--- src/rtl/wbuf_ctrl.sv ---
// ---------------------------------------------------------------------------
// wbuf_ctrl -- sequencing controller for a row-wide register-file buffer.
//
// The controller runs one of two phases per command:
//   LOAD   : rows arrive from an upstream source and are written to the
//            buffer starting at row 0.
//   STREAM : rows 0..rows-1 are read back (optionally repeated) and handed to
//            a downstream consumer with backpressure.
// Buffer write and read strobes are owned here and are never active together.
//
// Handshakes: a transfer happens on a rising edge where valid and ready are
// both 1. A valid source holds its payload stable until the transfer. Ready
// may be asserted independently of valid.
//
// Ports:
//   clk, rst                  clock, synchronous active-high reset
//   cmd_valid/cmd_ready       command handshake (ready only while idle)
//   cmd_op, cmd_rows, cmd_reps  0=LOAD / 1=STREAM, row count, repetitions
//   ld_valid/ld_ready/ld_data  load row stream
//   out_valid/out_ready/out_data/out_row/out_last  streamed row output
//   done, err                 single-cycle completion / rejection pulses
//   busy                      controller not idle
//   buf_wr_*                  buffer write port
//   buf_rd_en/buf_rd_addr     buffer read request
//   buf_rd_data_i             buffer registered read data
//   dbg_state                 current FSM state (0=IDLE, 1=LOAD, 2=STREAM)
// ---------------------------------------------------------------------------
module wbuf_ctrl #(
    parameter int DATA_WIDTH = 16,
    parameter int MEM_LEN    = 16,
    parameter int MEM_DEPTH  = 16,
    parameter int REP_W      = 8,
    localparam int RW        = DATA_WIDTH * MEM_LEN
) (
    input  logic             clk,
    input  logic             rst,
    input  logic             cmd_valid,
    output logic             cmd_ready,
    input  logic             cmd_op,
    input  logic [4:0]       cmd_rows,
    input  logic [REP_W-1:0] cmd_reps,
    input  logic             ld_valid,
    output logic             ld_ready,
    input  logic [RW-1:0]    ld_data,
    output logic             out_valid,
    input  logic             out_ready,
    output logic [RW-1:0]    out_data,
    output logic [3:0]       out_row,
    output logic             out_last,
    output logic             done,
    output logic             err,
    output logic             busy,
    output logic             buf_wr_en,
    output logic [3:0]       buf_wr_addr,
    output logic [RW-1:0]    buf_wr_data,
    output logic             buf_rd_en,
    output logic [3:0]       buf_rd_addr,
    input  logic [RW-1:0]    buf_rd_data_i,
    output logic [1:0]       dbg_state
);

    typedef enum logic [1:0] {
        S_IDLE   = 2'd0,
        S_LOAD   = 2'd1,
        S_STREAM = 2'd2
    } state_t;

    localparam logic [4:0]       DEPTH5  = 5'(MEM_DEPTH);
    localparam logic [REP_W-1:0] REP_ONE = {{(REP_W-1){1'b0}}, 1'b1};

    state_t           state, state_n;
    logic [4:0]       rows;
    logic [REP_W-1:0] reps;
    logic [4:0]       loaded_rows;
    logic [3:0]       wr_ptr;
    logic [3:0]       rd_ptr;
    logic [REP_W-1:0] rep_cnt;
    logic             issuing;     // reads still remain to be issued

    logic cmd_fire, cmd_bad, cmd_ok;
    logic wr_fire, last_wr;
    logic issue, last_rd;
    logic final_accept;

    // Command legality: row count must fit the buffer, and a STREAM may only
    // read rows written by the most recent LOAD.
    always_comb begin
        cmd_fire = (state == S_IDLE) && cmd_valid;
        cmd_bad  = (cmd_rows == 5'd0) || (cmd_rows > DEPTH5) ||
                   (cmd_op && (cmd_rows > loaded_rows));
        cmd_ok   = cmd_fire && !cmd_bad;
    end

    always_comb begin
        wr_fire      = (state == S_LOAD) && ld_valid;
        last_wr      = ({1'b0, wr_ptr} == (rows - 5'd1));
        // A new read may replace the presented beat only if the consumer
        // takes it this cycle, so stalled outputs stay stable.
        issue        = (state == S_STREAM) && issuing && (!out_valid || out_ready);
        last_rd      = ({1'b0, rd_ptr} == (rows - 5'd1));
        // Accept with nothing left to issue means the final beat was taken.
        final_accept = (state == S_STREAM) && !issuing && out_valid && out_ready;
    end

    // State register
    always_ff @(posedge clk) begin
        if (rst) state <= S_IDLE;
        else     state <= state_n;
    end

    // Next-state logic
    always_comb begin
        state_n = state;
        case (state)
            S_IDLE:   if (cmd_ok) state_n = cmd_op ? S_STREAM : S_LOAD;
            S_LOAD:   if (wr_fire && last_wr) state_n = S_IDLE;
            S_STREAM: if (final_accept) state_n = S_IDLE;
            default:  state_n = S_IDLE;
        endcase
    end

    // Output logic
    always_comb begin
        cmd_ready   = (state == S_IDLE);
        busy        = (state != S_IDLE);
        ld_ready    = (state == S_LOAD);
        buf_wr_en   = wr_fire;
        buf_wr_addr = wr_ptr;
        buf_wr_data = ld_data;
        buf_rd_en   = issue;
        buf_rd_addr = rd_ptr;
        out_data    = buf_rd_data_i;
        dbg_state   = state;
    end

    // Datapath registers
    always_ff @(posedge clk) begin
        if (rst) begin
            rows        <= 5'd0;
            reps        <= '0;
            loaded_rows <= 5'd0;
            wr_ptr      <= 4'd0;
            rd_ptr      <= 4'd0;
            rep_cnt     <= '0;
            issuing     <= 1'b0;
            out_valid   <= 1'b0;
            out_row     <= 4'd0;
            out_last    <= 1'b0;
            done        <= 1'b0;
            err         <= 1'b0;
        end else begin
            done <= 1'b0;
            err  <= 1'b0;

            if (cmd_fire) begin
                if (cmd_bad) begin
                    err <= 1'b1;
                end else begin
                    rows    <= cmd_rows;
                    reps    <= (cmd_reps == '0) ? REP_ONE : cmd_reps;
                    wr_ptr  <= 4'd0;
                    rd_ptr  <= 4'd0;
                    rep_cnt <= '0;
                    issuing <= cmd_op;
                end
            end

            if (wr_fire) begin
                wr_ptr <= wr_ptr + 4'd1;
                if (last_wr) begin
                    loaded_rows <= rows;
                    done        <= 1'b1;
                end
            end

            if (issue) begin
                out_valid <= 1'b1;
                out_row   <= rd_ptr;
                out_last  <= last_rd;
                if (last_rd) begin
                    rd_ptr  <= 4'd0;
                    rep_cnt <= rep_cnt + REP_ONE;
                    if (rep_cnt == (reps - REP_ONE)) issuing <= 1'b0;
                end else begin
                    rd_ptr <= rd_ptr + 4'd1;
                end
            end else if (out_valid && out_ready) begin
                out_valid <= 1'b0;
                if (final_accept) done <= 1'b1;
            end
        end
    end

endmodule

--- config.mk ---
export PLATFORM = sky130hd
export DESIGN_NAME = wbuf_ctrl
export DESIGN_NICKNAME = d
export VERILOG_FILES = /design/src/rtl/wbuf_ctrl.sv
export SDC_FILE = /design/constraint.sdc
export NUM_CORES = 1
export LEC_CHECK = 0
export CORE_AREA = 2 2 415 417
export DETAILED_ROUTE_END_ITERATION = 7
export DIE_AREA = 0 0 417 419
export GPL_TIMING_DRIVEN = 0
export HOLD_SLACK_MARGIN = 0.08
export SETUP_SLACK_MARGIN = 0.1
export SYNTH_ARGS = -nofsm -noshare
export SYNTH_HDL_FRONTEND = slang
export SYNTH_SLANG_ARGS = --single-unit
--- constraint.sdc ---
create_clock -name clk -period 3 [get_ports clk]
set_input_delay 0.45 -clock clk [delete_from_list [all_inputs] [get_ports clk]]
set_output_delay 0.45 -clock clk [all_outputs]
set_load 0.02 [all_outputs]
==> After elaboration in Yosys (flattened, before gate mapping) <==
Index checks and enable logic that the tools add are counted.
{ "word_totals": {"inputBits": 531, "regBits": 45, "output_inout_bits": 535, "wordCells": 90} }
{ "op_classes": {"eq_ne": 10, "mux": 28, "bitwise": 2, "n_lt_le_gt_ge": 2, "reduce_logical": 30, "add_sub_neg": 5} }
{ "op_table": {"columns": ["cell", "count"], "rows": [
  ["$mux W8", 5],
  ["$mux W4", 5],
  ["$mux W1", 13],
  ["$logic_and A1 B1 Y1", 11],
  ["$eq A4 B5 Y1", 2],
  ["$add A4 B1 Y4 const B", 2],
  ["$add A8 B1 Y8 const B", 1],
  ["$eq A8 B8 Y1", 1],
  ["$logic_not A8 Y1", 1],
  ["$mux W2", 4],
  ["$reduce_and A2 Y1", 4],
  ["$reduce_bool A2 Y1", 4],
  ["$sub A8 B1 Y8 const B", 1],
  ["$ne A2 B1 Y1 const B", 3],
  ["$pmux W2 S3", 1],
  ["$gt A5 B5 Y1", 1],
  ["$gt A5 B5 Y1 const B", 1],
  ["$logic_not A5 Y1", 1],
  ["$sub A5 B1 Y5 const B", 1],
  ["$ne A2 B2 Y1 const B", 2],
  ["$logic_not A1 Y1", 3],
  ["$logic_or A1 B1 Y1", 3],
  ["$reduce_and A3 Y1", 1],
  ["$eq A2 B1 Y1 const B", 1],
  ["4 further kinds", 5]
]} }

==> Longest topological paths before layout <==
{ "depth": {"depth_word": 8, "depth_mapped": 11, "depth_no_buf": 8} }

==> Worst setup path before layout <==
No wires, ideal clock.
{ "synth_timing": {"path_kind": "register to register", "startpoint": "register rows[0]", "endpoint": "register rep_cnt[0]", "slack_ns": 0.924, "path_buffers": 2, "arrival_ns": 1.956, "path_stages_with_launch": 10, "setup_ns": 0.121, "period_less_slack_ns": 2.076, "required_ns": 2.879, "cell_sequence": "dfxtp_1 -> buf_2 -> inv_1 -> ha_1 -> buf_2 -> o21ba_1 -> a221oi_2 -> o2111ai_1 -> o211a_2 -> mux2_2"} }
{ "synth_between": {"elab_chain_cells": 4} }
{ "synth_rtl": {"columns": ["item", "line", "source"], "rows": [
  ["from (decl)", "72", "logic [4:0] rows;"],
  ["from (signal assigned)", "159", "rows <= cmd_rows;"],
  ["$sub A5 B1 Y5", "100", "last_rd = ({1'b0, rd_ptr} == (rows - 5'd1));"],
  ["$eq A4 B5 Y1", "100", null],
  ["$mux W8", "180", "if (last_rd) begin"],
  ["$mux W8", "176", "if (issue) begin"],
  ["to (signal assigned)", "182", "rep_cnt <= rep_cnt + REP_ONE;"],
  ["to (decl)", "77", "logic [REP_W-1:0] rep_cnt;"]
]} }
Every way passes these cells.
A chain may end at the register's enable or synchronous reset.

==> Final worst setup path <==
{ "layout_timing": {"startpoint": "register rows[0]", "endpoint": "register rep_cnt[2]"} }
The elaborated chain is that of the path after synthesis.

==> metrics.txt <==
Hold Worst Slack=about 470 ps; crit share post-route=between 90% and 100%; EDFF count, synth=0; P_leak=between 5 and 6 nW; RSZ-0062 raised after global routing=no; WP buf/inv=3; Area contributors post-synth=buf_4 (61%), dfxtp_1 (14%), nand2_1 (3.3%); Starting Density=under 10%; element type at the critical path start=register; Fill cells=19,807; Detailed Routing Iterations Pass 1=4; maximum VDD drop=195 uV; share of cells above drive strength 1=38.9%; Internal Power=slightly above 2 mW; CTS Hold Bufs=0; Mapped Cells=827; Post-layout nets=a little under 2,000; crit path max fanout=8; drt via density=between 2 and 2.5; worst skew pair latency=between 300 and 400 ps; Worst Hold Class=register to register; Crit Reg-Reg Startpoint=rows[0]$_SDFFE_PP0P_; CP endpoint kind=register; clock share of power=17.6%; worst-margin pin slew=approximately 820 ps; Worst Min Path Start=out_last$_SDFFE_PP0P_; asr flop ratio synth=0%; Reg power frac=18.2%; register bit count reported by yosys=45; Multi-input gate area=roughly 0.0014 mm2; maximum clock rate=roughly 360 MHz; vias in the first global route=7,300; GR Util All Layers=10.3%; Final Skew=between 15 and 20 ps; Detail Placement HPWL=91,800 um; die area=0.175 mm2; Wirelength per Cell=26.3 um; grt total ovfl=0; clk sinks=45; register area=~900 um2; Initial DRC Count=about 300; Num CTS Buffers=5; overall die width=between 400 and 500 um; largest net degree at the start of global routing=17; Logic pwr share=64.2%; crit path cell chain=buf_2, inv_1, ha_1, buf_2, and4bb_1, and2_1, o2111ai_1, o211a_2, o21ai_0, o21ai_1; CTS tree=done; Placed Area=0.0147 mm2; Die H=419 um; crit path max-delay cell type=o2111ai_1; clock root buffer=clkbuf_16; Post-route DRC=0; first-pass GRT wire length=between 100,000 and 150,000 um; setup_tns=0 ps; Power Density=231 mW/mm2; Clock Tree Buf Depth=2; Max-Slew Margin vs Limit=a little under half; sequential share of the synthesized area=14.2%; main flop type after synthesis=dfxtp_1; syn nets=1,368; Worst path top cell family by delay=compound AO/OA/AOI/OAI gates; Core ar.=0.171 mm2; Worst EP required=roughly 3200 ps; Reg clk slew, reported paths=around 80 ps; Setup Fix Bufs, Post-CTS=0; CP most frequent cell=buf_2; top-count cell post-synth=buf_4; Yosys top cell by area=buf_4; # Max-Cap Violations=0; total power=around 3.4 mW; final hold violations=0; Critical Path Max Stage Delay=between 500 and 600 ps; initial antenna violation count=130; synth-to-layout area growth=134%; Synth cell types=about 50; Mapped Area=~0.0063 mm2; switch share=between 40% and 50%; Rows=152; remaining antenna violation count=0; # port buffers=~550; GPL Wtd Cong=~0.84; Post-Syn Area per Cell=~7.7 um2; final setup vio count=0; CP startpoint=rows[0]$_SDFFE_PP0P_; Post-synth top cells=buf_4 (512), nand2_1 (55), dfxtp_1 (45); post-route minimum period=2770 ps; via count=7,568; switching power=approximately 1.4 mW; Ports=between 1,000 and 1,500; DRT Wirelength=about 96,000 um; post-route cell area=approximately 0.015 mm2; Slew Viols, Final=0; status=finished clean; Synth warnings=0; final core utilization=under 10%; CP Class=register to register; area share of the largest cell type after synthesis=a little over 60%; CP arrival=3000 ps; Clock H-tree levels=2
flip-flops by register name (all words and copies together) (netlist names):
signal,count
reps,8
rep_cnt,8
out_last,1
dbg_state,2
loaded_rows,5
done,1
out_valid,1
buf_rd_addr,4
buf_wr_addr,4
out_row,4
issuing,1
err,1
rows,5
tightest hold or removal path, stage by stage, from the launching register on:
cell and delay [ps]:
dfxtp_1 310, nand2_1 50, a21oi_1 60
power by group through the flow:
stage	clock network, mW	registers (mW)	logic (mW)
2_1_floorplan	0	0.636	1.13
3_3_place_gp	0	0.639	2.24
3_5_place_dp	0	0.638	2.24
4_1_cts	0.636	0.624	2.25
5_1_grt	0.652	0.626	2.32
6_report	0.606	0.624	2.20
timing repair:
action                                  4_1_cts  5_1_grt
endpoints found under the setup margin        4        4
gates resized for setup                       5        1
hold endpoints to repair                      0        0
worst paths after layout:
kind                                end  slack [ps]  cells past startpoint
setup reg to reg  rep_cnt[2]$_SDFF_PP0_         230                     10
setup / recovery  rep_cnt[2]$_SDFF_PP0_         230                     10
hold / removal    out_last$_SDFFE_PP0P_         470                      2
hold reg to reg   out_last$_SDFFE_PP0P_         470                      2
cells by family after synthesis:
logic type | share of synthesized area [%]
xor+xnor | 3.32
mux | 1.28
flops | 14.2
compound gates | 5.81
buf+inv | 63.1
simple gates | 10.3
fa+ha+maj | 1.98
cells in the final DEF, fill, tap and decap left out, types with 3 or more instances in the layout:
master,count
clkdlybuf4s50_1,551
buf_4,512
nand2_1,55
dfxtp_1,45
a21oi_1,29
nor2_1,26
nand3_1,20
inv_1,15
diode_2,13
xnor2_1,13
xor2_1,11
ha_1,10
nor3_1,9
clkbuf_1,8
buf_2,7
mux2i_1,7
nand4_1,5
clkbuf_16,5
nand3b_1,4
o21ai_0,4
nor4_1,4
nor2b_1,3
a22o_1,3
stage by stage:
step	cells	setup WS (ps)
4_1_cts	3621	138
3_3_place_gp	3613	-275
6_report	3634	228
5_1_grt	3623	124
2_1_floorplan	827	924
3_5_place_dp	3613	-252
area by class of cell:
cell class | count | share of cell area [%]
Tap cell | 2233 | 18.8
Timing Repair Buffer | 553 | 37.3
Clock buffer | 5 | 0.843
Antenna cell | 13 | 0.219
Inverter | 16 | 0.404
Sequential cell | 45 | 6.07
Multi-Input combinational cell | 236 | 9.71
Buffer | 530 | 26.5
Clock inverter | 3 | 0.169
metal layers:
metal,global-route usage [%],part of all wire (%)
met5,0,0.60
met4,0.663,1.2
met3,8.32,17
met2,18.1,49
met1,9.64,32
Note: power is estimated with default switching activity, not from simulation.
